<file path="config.mk">
export PLATFORM = sky130hd
export DESIGN_NAME = order_ingress_arbiter_flat
export DESIGN_NICKNAME = d
export VERILOG_FILES = /design/src/rtl/order_ingress_arbiter_if.sv /design/src/rtl/order_ingress_arbiter.sv /design/src/flat_wrapper.sv
export SDC_FILE = /design/constraint.sdc
export NUM_CORES = 1
export LEC_CHECK = 0
export ABC_AREA = 1
export CORE_AREA = 4 4 116 91
export DETAILED_ROUTE_END_ITERATION = 8
export DIE_AREA = 0 0 120 95
export PLACE_DENSITY = 0.72
export SKIP_LAST_GASP = 1
export SYNTH_ARGS = -nofsm -noshare
export SYNTH_HDL_FRONTEND = slang
export SYNTH_SLANG_ARGS = --single-unit
</file>
<file path="constraint.sdc">
create_clock -name clk -period 2.17 [get_ports clk]
set_input_delay 0.434 -clock clk [delete_from_list [all_inputs] [get_ports clk]]
set_output_delay 0.434 -clock clk [all_outputs]
set_load 0.02 [all_outputs]
</file>
<file path="src/rtl/order_ingress_arbiter_if.sv">
// Order ingress arbiter bus: UDP/Bot FIFO read ports,
// matching-engine issue port and per-source counters.
interface order_ingress_arbiter_if #(
    parameter int CNT_W = 16
);
    logic             udp_empty;
    logic [31:0]      udp_dout;
    logic             udp_rd_en;
    logic             bot_empty;
    logic [31:0]      bot_dout;
    logic             bot_rd_en;
    logic             engine_busy;
    logic             ord_valid;
    logic [31:0]      ord_data;
    logic             ord_src_bot;
    logic             udp_fifo_has_data;
    logic [CNT_W-1:0] udp_cnt;
    logic [CNT_W-1:0] bot_cnt;

    modport master (
        input  udp_empty, udp_dout,
        input  bot_empty, bot_dout,
        input  engine_busy,
        output udp_rd_en, bot_rd_en,
        output ord_valid, ord_data, ord_src_bot,
        output udp_fifo_has_data,
        output udp_cnt, bot_cnt
    );

    modport slave (
        output udp_empty, udp_dout,
        output bot_empty, bot_dout,
        output engine_busy,
        input  udp_rd_en, bot_rd_en,
        input  ord_valid, ord_data, ord_src_bot,
        input  udp_fifo_has_data,
        input  udp_cnt, bot_cnt
    );
endinterface

</file>
<file path="src/rtl/order_ingress_arbiter.sv">
// Strict-priority (UDP over Bot) order ingress arbiter.
// Optional ARB_TAG_FORCE_EN: force ord_data[14] to the true source.
module order_ingress_arbiter #(
    parameter int CNT_W = 16
) (
    input logic                    clk,
    input logic                    rst_n,
    order_ingress_arbiter_if.master arb
);
    typedef enum logic [1:0] {
        S_IDLE,
        S_RD,
        S_CAP,
        S_HOLD
    } state_t;

    state_t           state_q, state_d;
    logic             run_q;
    logic             src_bot_q, src_bot_d;
    logic             udp_rd_q, udp_rd_d;
    logic             bot_rd_q, bot_rd_d;
    logic             vld_q, vld_d;
    logic [31:0]      data_q, data_d;
    logic             obot_q, obot_d;
    logic [CNT_W-1:0] ucnt_q, ucnt_d;
    logic [CNT_W-1:0] bcnt_q, bcnt_d;
    logic [31:0]      cap_word;
    logic             any_req;

    assign any_req = !arb.udp_empty || !arb.bot_empty;

    // Word to capture from the latched source, optionally source-tagged
    always_comb begin
        cap_word = src_bot_q ? arb.bot_dout : arb.udp_dout;
`ifdef ARB_TAG_FORCE_EN
        cap_word[14] = src_bot_q;
`endif
    end

    // Next-state and registered-output logic of the issue FSM
    always_comb begin
        state_d   = state_q;
        src_bot_d = src_bot_q;
        udp_rd_d  = 1'b0;
        bot_rd_d  = 1'b0;
        vld_d     = 1'b0;
        data_d    = data_q;
        obot_d    = obot_q;
        ucnt_d    = ucnt_q;
        bcnt_d    = bcnt_q;
        unique case (state_q)
            S_IDLE: begin
                if (run_q && !arb.engine_busy && any_req) begin
                    src_bot_d = arb.udp_empty;
                    udp_rd_d  = !arb.udp_empty;
                    bot_rd_d  = arb.udp_empty;
                    state_d   = S_RD;
                end
            end
            S_RD: begin
                state_d = S_CAP;
            end
            S_CAP: begin
                data_d = cap_word;
                obot_d = src_bot_q;
                vld_d  = 1'b1;
                if (src_bot_q) begin
                    if (bcnt_q != '1)
                        bcnt_d = bcnt_q + CNT_W'(1);
                end else begin
                    if (ucnt_q != '1)
                        ucnt_d = ucnt_q + CNT_W'(1);
                end
                state_d = S_HOLD;
            end
            S_HOLD: begin
                state_d = S_IDLE;
            end
            default: begin
                state_d = S_IDLE;
            end
        endcase
    end

    // State and output registers; run_q holds off the first pop one edge
    always_ff @(posedge clk or negedge rst_n) begin
        if (!rst_n) begin
            state_q   <= S_IDLE;
            run_q     <= 1'b0;
            src_bot_q <= 1'b0;
            udp_rd_q  <= 1'b0;
            bot_rd_q  <= 1'b0;
            vld_q     <= 1'b0;
            data_q    <= '0;
            obot_q    <= 1'b0;
            ucnt_q    <= '0;
            bcnt_q    <= '0;
        end else begin
            state_q   <= state_d;
            run_q     <= 1'b1;
            src_bot_q <= src_bot_d;
            udp_rd_q  <= udp_rd_d;
            bot_rd_q  <= bot_rd_d;
            vld_q     <= vld_d;
            data_q    <= data_d;
            obot_q    <= obot_d;
            ucnt_q    <= ucnt_d;
            bcnt_q    <= bcnt_d;
        end
    end

    assign arb.udp_rd_en         = udp_rd_q;
    assign arb.bot_rd_en         = bot_rd_q;
    assign arb.ord_valid         = vld_q;
    assign arb.ord_data          = data_q;
    assign arb.ord_src_bot       = obot_q;
    assign arb.udp_fifo_has_data = !arb.udp_empty;
    assign arb.udp_cnt           = ucnt_q;
    assign arb.bot_cnt           = bcnt_q;
endmodule

</file>
<file path="src/flat_wrapper.sv">
// flat-port wrapper written by rule: the top's interface ports become plain ports
module order_ingress_arbiter_flat 
#(
    parameter int CNT_W = 16
)
  (clk, rst_n, arb_udp_empty, arb_udp_dout, arb_bot_empty, arb_bot_dout, arb_engine_busy, arb_udp_rd_en, arb_bot_rd_en, arb_ord_valid, arb_ord_data, arb_ord_src_bot, arb_udp_fifo_has_data, arb_udp_cnt, arb_bot_cnt);
  order_ingress_arbiter_if #(.CNT_W(CNT_W)) arb_i ();
  input logic clk;
  input logic rst_n;
  input wire logic [$bits(arb_i.udp_empty)-1:0] arb_udp_empty;
  input wire logic [$bits(arb_i.udp_dout)-1:0] arb_udp_dout;
  input wire logic [$bits(arb_i.bot_empty)-1:0] arb_bot_empty;
  input wire logic [$bits(arb_i.bot_dout)-1:0] arb_bot_dout;
  input wire logic [$bits(arb_i.engine_busy)-1:0] arb_engine_busy;
  output wire logic [$bits(arb_i.udp_rd_en)-1:0] arb_udp_rd_en;
  output wire logic [$bits(arb_i.bot_rd_en)-1:0] arb_bot_rd_en;
  output wire logic [$bits(arb_i.ord_valid)-1:0] arb_ord_valid;
  output wire logic [$bits(arb_i.ord_data)-1:0] arb_ord_data;
  output wire logic [$bits(arb_i.ord_src_bot)-1:0] arb_ord_src_bot;
  output wire logic [$bits(arb_i.udp_fifo_has_data)-1:0] arb_udp_fifo_has_data;
  output wire logic [$bits(arb_i.udp_cnt)-1:0] arb_udp_cnt;
  output wire logic [$bits(arb_i.bot_cnt)-1:0] arb_bot_cnt;
  assign arb_i.udp_empty = arb_udp_empty;
  assign arb_i.udp_dout = arb_udp_dout;
  assign arb_i.bot_empty = arb_bot_empty;
  assign arb_i.bot_dout = arb_bot_dout;
  assign arb_i.engine_busy = arb_engine_busy;
  assign arb_udp_rd_en = arb_i.udp_rd_en;
  assign arb_bot_rd_en = arb_i.bot_rd_en;
  assign arb_ord_valid = arb_i.ord_valid;
  assign arb_ord_data = arb_i.ord_data;
  assign arb_ord_src_bot = arb_i.ord_src_bot;
  assign arb_udp_fifo_has_data = arb_i.udp_fifo_has_data;
  assign arb_udp_cnt = arb_i.udp_cnt;
  assign arb_bot_cnt = arb_i.bot_cnt;
  order_ingress_arbiter #(.CNT_W(CNT_W)) u_core (.clk(clk), .rst_n(rst_n), .arb(arb_i));
endmodule
</file>
==> impl_metrics.py, run 1 <==
metrics = {
    "yosys": {
        "yosysTopAreaCell": "dfrtp_1",
        "yosysWarnings": 0,
        "syn_area_per_cell_um2": 7.48,
        "synth-xor-area-share": 0.0285,
        "synth_area_leaders": "dfrtp_1 (49%), nand2_1 (17%), o21ai_0 (8.7%)",
        "synth_simple_gate_area_frac": 0.306,
        "synthCells": 493,
        "yosys.area_share.adder": 0.0136,
        "syn_area_um2": 3690,
        "ys.flop_type": "dfrtp_1",
        "synth_top_area_share": 0.489,
        "synth-compound-area-share": 0.102,
        "synth_top_family_by_area": "simple AND/OR/NAND/NOR gates",
        "ys_ff_latch": 72,
        "synthArstFlopShare": 1.00,
        "syn_nets": 566,
        "muxShareOfSynthArea": 0,
        "synth_edf_count": 0,
        "yosysSeqAreaShare": 0.489,
        "synthDistinctLibCells": 25,
    },
    "global_routing": {
        "use_met2": 0.317,
        "grt_overflow": 0,
        "grt_start_max_net_pins": 39,
        "grt.total_usage": 0.199,
        "grt_pass1_wl_mm": 18.0,
        "grt.busiest_layer": "met2",
        "use_met3": 0.0557,
        "antenna_found_initial": 0,
        "grt_pass1_vias": 3650,
        "grt.met1_usage": 0.263,
    },
    "clocking": {
        "post_cts_buffers": 0,
        "cts_max_path_buffers": 2,
        "htree_levels": 3,
        "cts_tree": "done",
        "clock_sinks": 72,
        "ctsHoldBuffers": 0,
        "clk_pin_slew_ns": 0.06,
        "cts-root-buf": "clkbuf_16",
        "clk_latency_ns": 0.33,
        "cts_made_buffers": 9,
    },
    "placement": {
        "io_buffer_count": 137,
        "place_congestion": 0.820,
        "dp_hpwl_mm": 7.88,
    },
    "sta": {
        "fin_crit_sh": 0.922,
        "finClkSkew_ns": 0.00730,
        "setup_viol": 0,
        "rsz0062_at_grt": "no",
        "fin_crit_ns": 2.00,
        "whs_ns": 0.150,
        "worst_pin_slew_ns": 0.565,
        "fmax_mhz": 500,
        "hold_viol": 0,
        "relSlewSlack": 0.622,
        "drv_slew": 0,
    },
    "route": {
        "dr.pass1.iters": 5,
        "drc": 0,
        "routed_wl_mm": 11.0,
        "viasPerCell": 4.90,
        "drt_iter0_drc": 188,
        "wl_per_cell_um": 14.3,
        "num_vias": 3760,
        "detail-route-antenna-nets": 0,
    },
    "setup_path": {
        "cp_slowest_cell": "clkdlybuf4s50_1",
        "crit_type": "input port to output port",
        "critPathLaunchType": "input port",
        "crit_path_end_kind": "output port",
        "worstPathCellList": "clkdlybuf4s50_1 > inv_1 > clkdlybuf4s50_1",
        "cp.arrival_ns": 1.57,
        "critPathTopFamily": "buffers and inverters",
        "cp_slowest_stage_delay_ns": 0.60,
        "cpMostUsedCell": "clkdlybuf4s50_1",
        "crit_buf_inv": 3,
        "crit_required_ns": 1.74,
        "cp_max_fo": 3,
    },
    "power": {
        "peakVddDrop_v": 0.000742,
        "cellLeakagePower_nw": 2.41,
        "power_density_nw_per_um2": 1230,
        "total_power_mw": 6.83,
    },
    "flow_run": {
        "max_cap_violations": 0,
    },
    "cells_and_area": {
        "layout.nets": 704,
        "mostFrequentLayoutCell": "nand2_1",
        "layout-drive-gt1-share": 0.0503,
        "num_antenna_cells": 0,
        "final_cell_mix": "nand2_1 (167), clkdlybuf4s50_1 (136), dfrtp_1 (72), nor2_1 (71), o21ai_0 (64)",
        "areaGrowthSynthToFinish_pct": 50.7,
        "fill_cells": 852,
    },
    "floorplan": {
        "core_area_um2": 9430,
        "die_area_um2": 11400,
        "row_count": 31,
        "io_pins": 138,
        "start_util": 0.391,
        "die_width_um": 120,
        "die_h_um": 95,
    },
    "worst_hold_path": {
        "worst_hold_path_type": "input port to asynchronous set/reset pin",
    },
    "outcome": {
        "status": "completed",
    },
}
where the power goes:
part	internal, mW	switching (mW)
registers	1.78	0.311
logic	1.22	1.72
clock network	1.24	0.553
total	4.24	2.59
metrics by stage:
stage,setup WS (ns),setup TNS (ns),utilization,cells,area (um^2)
floorplan,0.493,0,-,493,3690
global placement,0.0269,0,0.551,752,5190
detailed placement,-0.0674,-0.323,0.551,752,5190
CTS,0.161,0,0.590,768,5560
global route,0.0490,0,0.590,768,5560
finish,0.170,0,0.590,768,5560
registers in the layout, indices dropped and copies added (netlist names):
register                count
u_core.src_bot_q            1
u_core.arb.ord_valid        1
u_core.arb.udp_rd_en        1
u_core.arb.ord_data        32
u_core.state_q              2
u_core.arb.bot_rd_en        1
u_core.arb.ord_src_bot      1
u_core.arb.bot_cnt         16
u_core.run_q                1
u_core.arb.udp_cnt         16
cell families (layout without fill, tap and decap cells):
group                      after synthesis  count (layout)
buffers and inverters                   52             195
and+or+nand+nor                        279             279
DFF                                     72              72
other                                    1               1
xor gates and xnor gates                12              12
AOI/OAI and AO/OA                       73              73
adders and majority gates                4               4
per-layer routing:
metal,part of all wire,vias to the layer above
met1,0.46,1759
met3,0.072,19
met4,0.018,0
li1,-,1839
met5,0,-
met2,0.45,143
synth_stat cells, types with 3 or more instances:
cell / number
nand2_1: 167
xor2_1: 5
inv_1: 31
dfrtp_1: 72
xnor2_1: 7
nor2_1: 71
nand4_1: 5
o21ai_0: 64
nand3b_1: 3
ha_1: 4
o21ai_1: 6
nand3_1: 26
clkbuf_1: 9
buf_1: 5
buf_6: 3
final timing paths:
path	end	depth (start not counted)	slack [ns]	from
worst max-delay path	arb_udp_fifo_has_data	3	0.17	arb_udp_empty
max in group asynchronous	u_core.arb.ord_src_bot	2	1.66	rst_n
min in group clk	u_core.arb.ord_data[14]	2	0.48	u_core.arb.ord_data[14]
worst max register to register	u_core.arb.udp_cnt[1]	9	0.25	u_core.arb.udp_cnt[0]
worst min-delay path	u_core.arb.udp_cnt[8]	2	0.15	rst_n
worst min register to register	u_core.arb.ord_data[14]	2	0.48	u_core.arb.ord_data[14]
layout make-up:
| class | count | area (um^2) | share of cell area |
|---|---|---|---|
| Timing Repair Buffer | 146 | 1430 | 0.258 |
| Sequential cell | 72 | 1800 | 0.324 |
| Inverter | 33 | 124 | 0.0223 |
| Tap cell | 132 | 165 | 0.0297 |
| Clock inverter | 5 | 129 | 0.0232 |
| Multi-Input combinational cell | 369 | 1670 | 0.301 |
| Clock buffer | 11 | 233 | 0.0419 |
repair_timing:
| item | CTS | global route |
|---|---|---|
| setup endpoints to repair | 6 | 0 |
| hold endpoints to repair | 0 | 0 |
| resized for setup | 1 | 0 |
No activity file was read; power rests on OpenSTA's default activity.
==> run 2: changes to the inputs <==
==> constraint.sdc (replaced) <==
create_clock -name clk -period 2.17 [get_ports clk]
set_input_delay 0.5425 -clock clk [delete_from_list [all_inputs] [get_ports clk]]
set_output_delay 0.5425 -clock clk [all_outputs]
set_load 0.02 [all_outputs]
==> impl_metrics.py, run 2 (synthesized netlist as in run 1, its figures left out) <==
metrics = {
    "outcome": {
        "status": "completed",
    },
    "power": {
        "power_frac_comb": 0.442,
        "seqPwrFrac": 0.314,
        "peakVddDrop_v": 0.000668,
        "internal-power_mw": 4.08,
        "power_density_nw_per_um2": 1200,
        "clkPwrFrac": 0.244,
        "cellLeakagePower_nw": 2.41,
        "netSwitchingPower_mw": 2.59,
        "swShare": 0.388,
    },
    "cells_and_area": {
        "final_cells": 769,
        "num_antenna_cells": 0,
        "layout-drive-gt1-share": 0.0534,
        "fin_area_um2": 5550,
        "layout.nets": 705,
        "mostFrequentLayoutCell": "nand2_1",
        "largest_register_ffs": 32,
        "final_cell_mix": "nand2_1 (167), clkdlybuf4s50_1 (135), dfrtp_1 (72), nor2_1 (71), o21ai_0 (64)",
        "areaGrowthSynthToFinish_pct": 50.4,
        "seqCellArea_um2": 1800,
        "fill_cells": 857,
        "multi_input_area_um2": 1670,
    },
    "placement": {
        "dp_hpwl_mm": 7.83,
        "place_area_um2": 5210,
        "io_buffer_count": 137,
        "place_congestion": 0.800,
        "dp.cells": 753,
    },
    "route": {
        "detail-route-antenna-nets": 0,
        "num_vias": 3726,
        "routed_wl_mm": 11.0,
        "wl_per_cell_um": 14.2,
        "viasPerCell": 4.85,
        "drt_iter0_drc": 230,
        "dr.pass1.iters": 5,
        "drc": 0,
    },
    "sta": {
        "whs_ns": 0.223,
        "fin_crit_sh": 0.921,
        "finClkSkew_ns": 0.00612,
        "relSlewSlack": 0.641,
        "setup_viol": 0,
        "drv_slew": 0,
        "hold_viol": 0,
        "fmax_mhz": 500,
        "rsz0062_at_grt": "no",
        "fin_crit_ns": 2.00,
        "worst_pin_slew_ns": 0.538,
        "finalSetupTns_ns": 0,
    },
    "setup_path": {
        "cp_slowest_stage_delay_ns": 0.65,
        "critPathLaunchType": "register",
        "cp.arrival_ns": 1.46,
        "crit_buf_inv": 1,
        "cp_max_fo": 6,
        "critPathTopFamily": "buffers and inverters",
        "crit_type": "register to output port",
        "worstPathCellList": "clkdlybuf4s50_1",
        "crit_path_end_kind": "output port",
        "crit_required_ns": 1.63,
        "cp_slowest_cell": "clkdlybuf4s50_1",
    },
    "clocking": {
        "cts_made_buffers": 9,
        "ctsResizeCount": 2,
        "ctsHoldBuffers": 0,
        "htree_levels": 3,
        "cts-root-buf": "clkbuf_16",
        "post_cts_buffers": 0,
        "cts_max_path_buffers": 2,
        "clk_pin_slew_ns": 0.06,
        "cts_tree": "done",
        "clock_sinks": 72,
        "clk_latency_ns": 0.33,
    },
    "worst_hold_path": {
        "worst_hold_path_type": "input port to asynchronous set/reset pin",
    },
    "global_routing": {
        "grt_overflow": 0,
        "use_met3": 0.0509,
        "grt.total_usage": 0.200,
        "grt.met1_usage": 0.263,
        "grt.busiest_layer": "met2",
        "antenna_found_initial": 0,
        "use_met2": 0.321,
        "grt_start_max_net_pins": 73,
        "grt_pass1_vias": 3624,
        "grt_pass1_wl_mm": 18.1,
    },
    "floorplan": {
        "core_area_um2": 9430,
        "die_h_um": 95,
        "io_pins": 138,
        "row_count": 31,
        "die_width_um": 120,
        "start_util": 0.391,
        "die_area_um2": 11400,
    },
    "flow_run": {
        "max_cap_violations": 0,
    },
}
==> run 2: cell types whose count changed in the layout (fill, tap and decap cells not counted), sizes merged <==
cell,change
bufinv,-2
clkinvlp,+1
dlygate4sd2,+1
clkbuf,+1
buf,+1
clkdlybuf4s50,-1
==> run 2: power groups by stage <==
stage / clock network (mW) / registers, mW / logic [mW]
after global placement: 0 / 2.08 / 2.90
after detailed placement: 0 / 2.11 / 2.96
after floorplan: 0 / 2.53 / 1.18
after CTS: 1.67 / 2.09 / 2.98
final: 1.63 / 2.09 / 2.94
after global routing: 1.73 / 2.17 / 3.24
==> run 2: worst paths after layout <==
path	from	endpoint	slack (ns)	cells after the start
max in group asynchronous	rst_n	u_core.arb.bot_cnt[11]	1.62	2
max	u_core.arb.bot_cnt[12]	arb_bot_cnt[12]	0.17	1
min reg2reg	u_core.arb.ord_data[14]	u_core.arb.ord_data[14]	0.48	2
max reg2reg	u_core.arb.udp_cnt[0]	u_core.arb.udp_cnt[6]	0.28	9
min in group clk	u_core.arb.ord_data[14]	u_core.arb.ord_data[14]	0.48	2
min	rst_n	u_core.arb.udp_cnt[9]	0.22	2
==> run 2: per-layer routing <==
metal / up-vias / routed length, um
li1: 1843 / -
met1: 1725 / 5040
met2: 135 / 4970
met3: 23 / 680
met4: 0 / 261
met5: - / 0
==> run 2: metrics by stage <==
stage                     worst slack [ns]  total power, mW   util
after global placement            -0.00714             4.98  0.553
after global routing                0.0674             7.14  0.588
after detailed placement           -0.0441             5.06  0.553
final                                0.171             6.67  0.588
after CTS                            0.163             6.74  0.588
after floorplan                      0.493             3.71      -
==> run 2: final cells by class <==
cell class | instances | share of cell area
flip-flops and latches | 72 | 0.325
clock inverters | 4 | 0.0138
repair buffers | 147 | 0.262
well taps | 132 | 0.0298
multi-input cells | 369 | 0.301
clock buffers | 12 | 0.0462
inverters | 33 | 0.0223
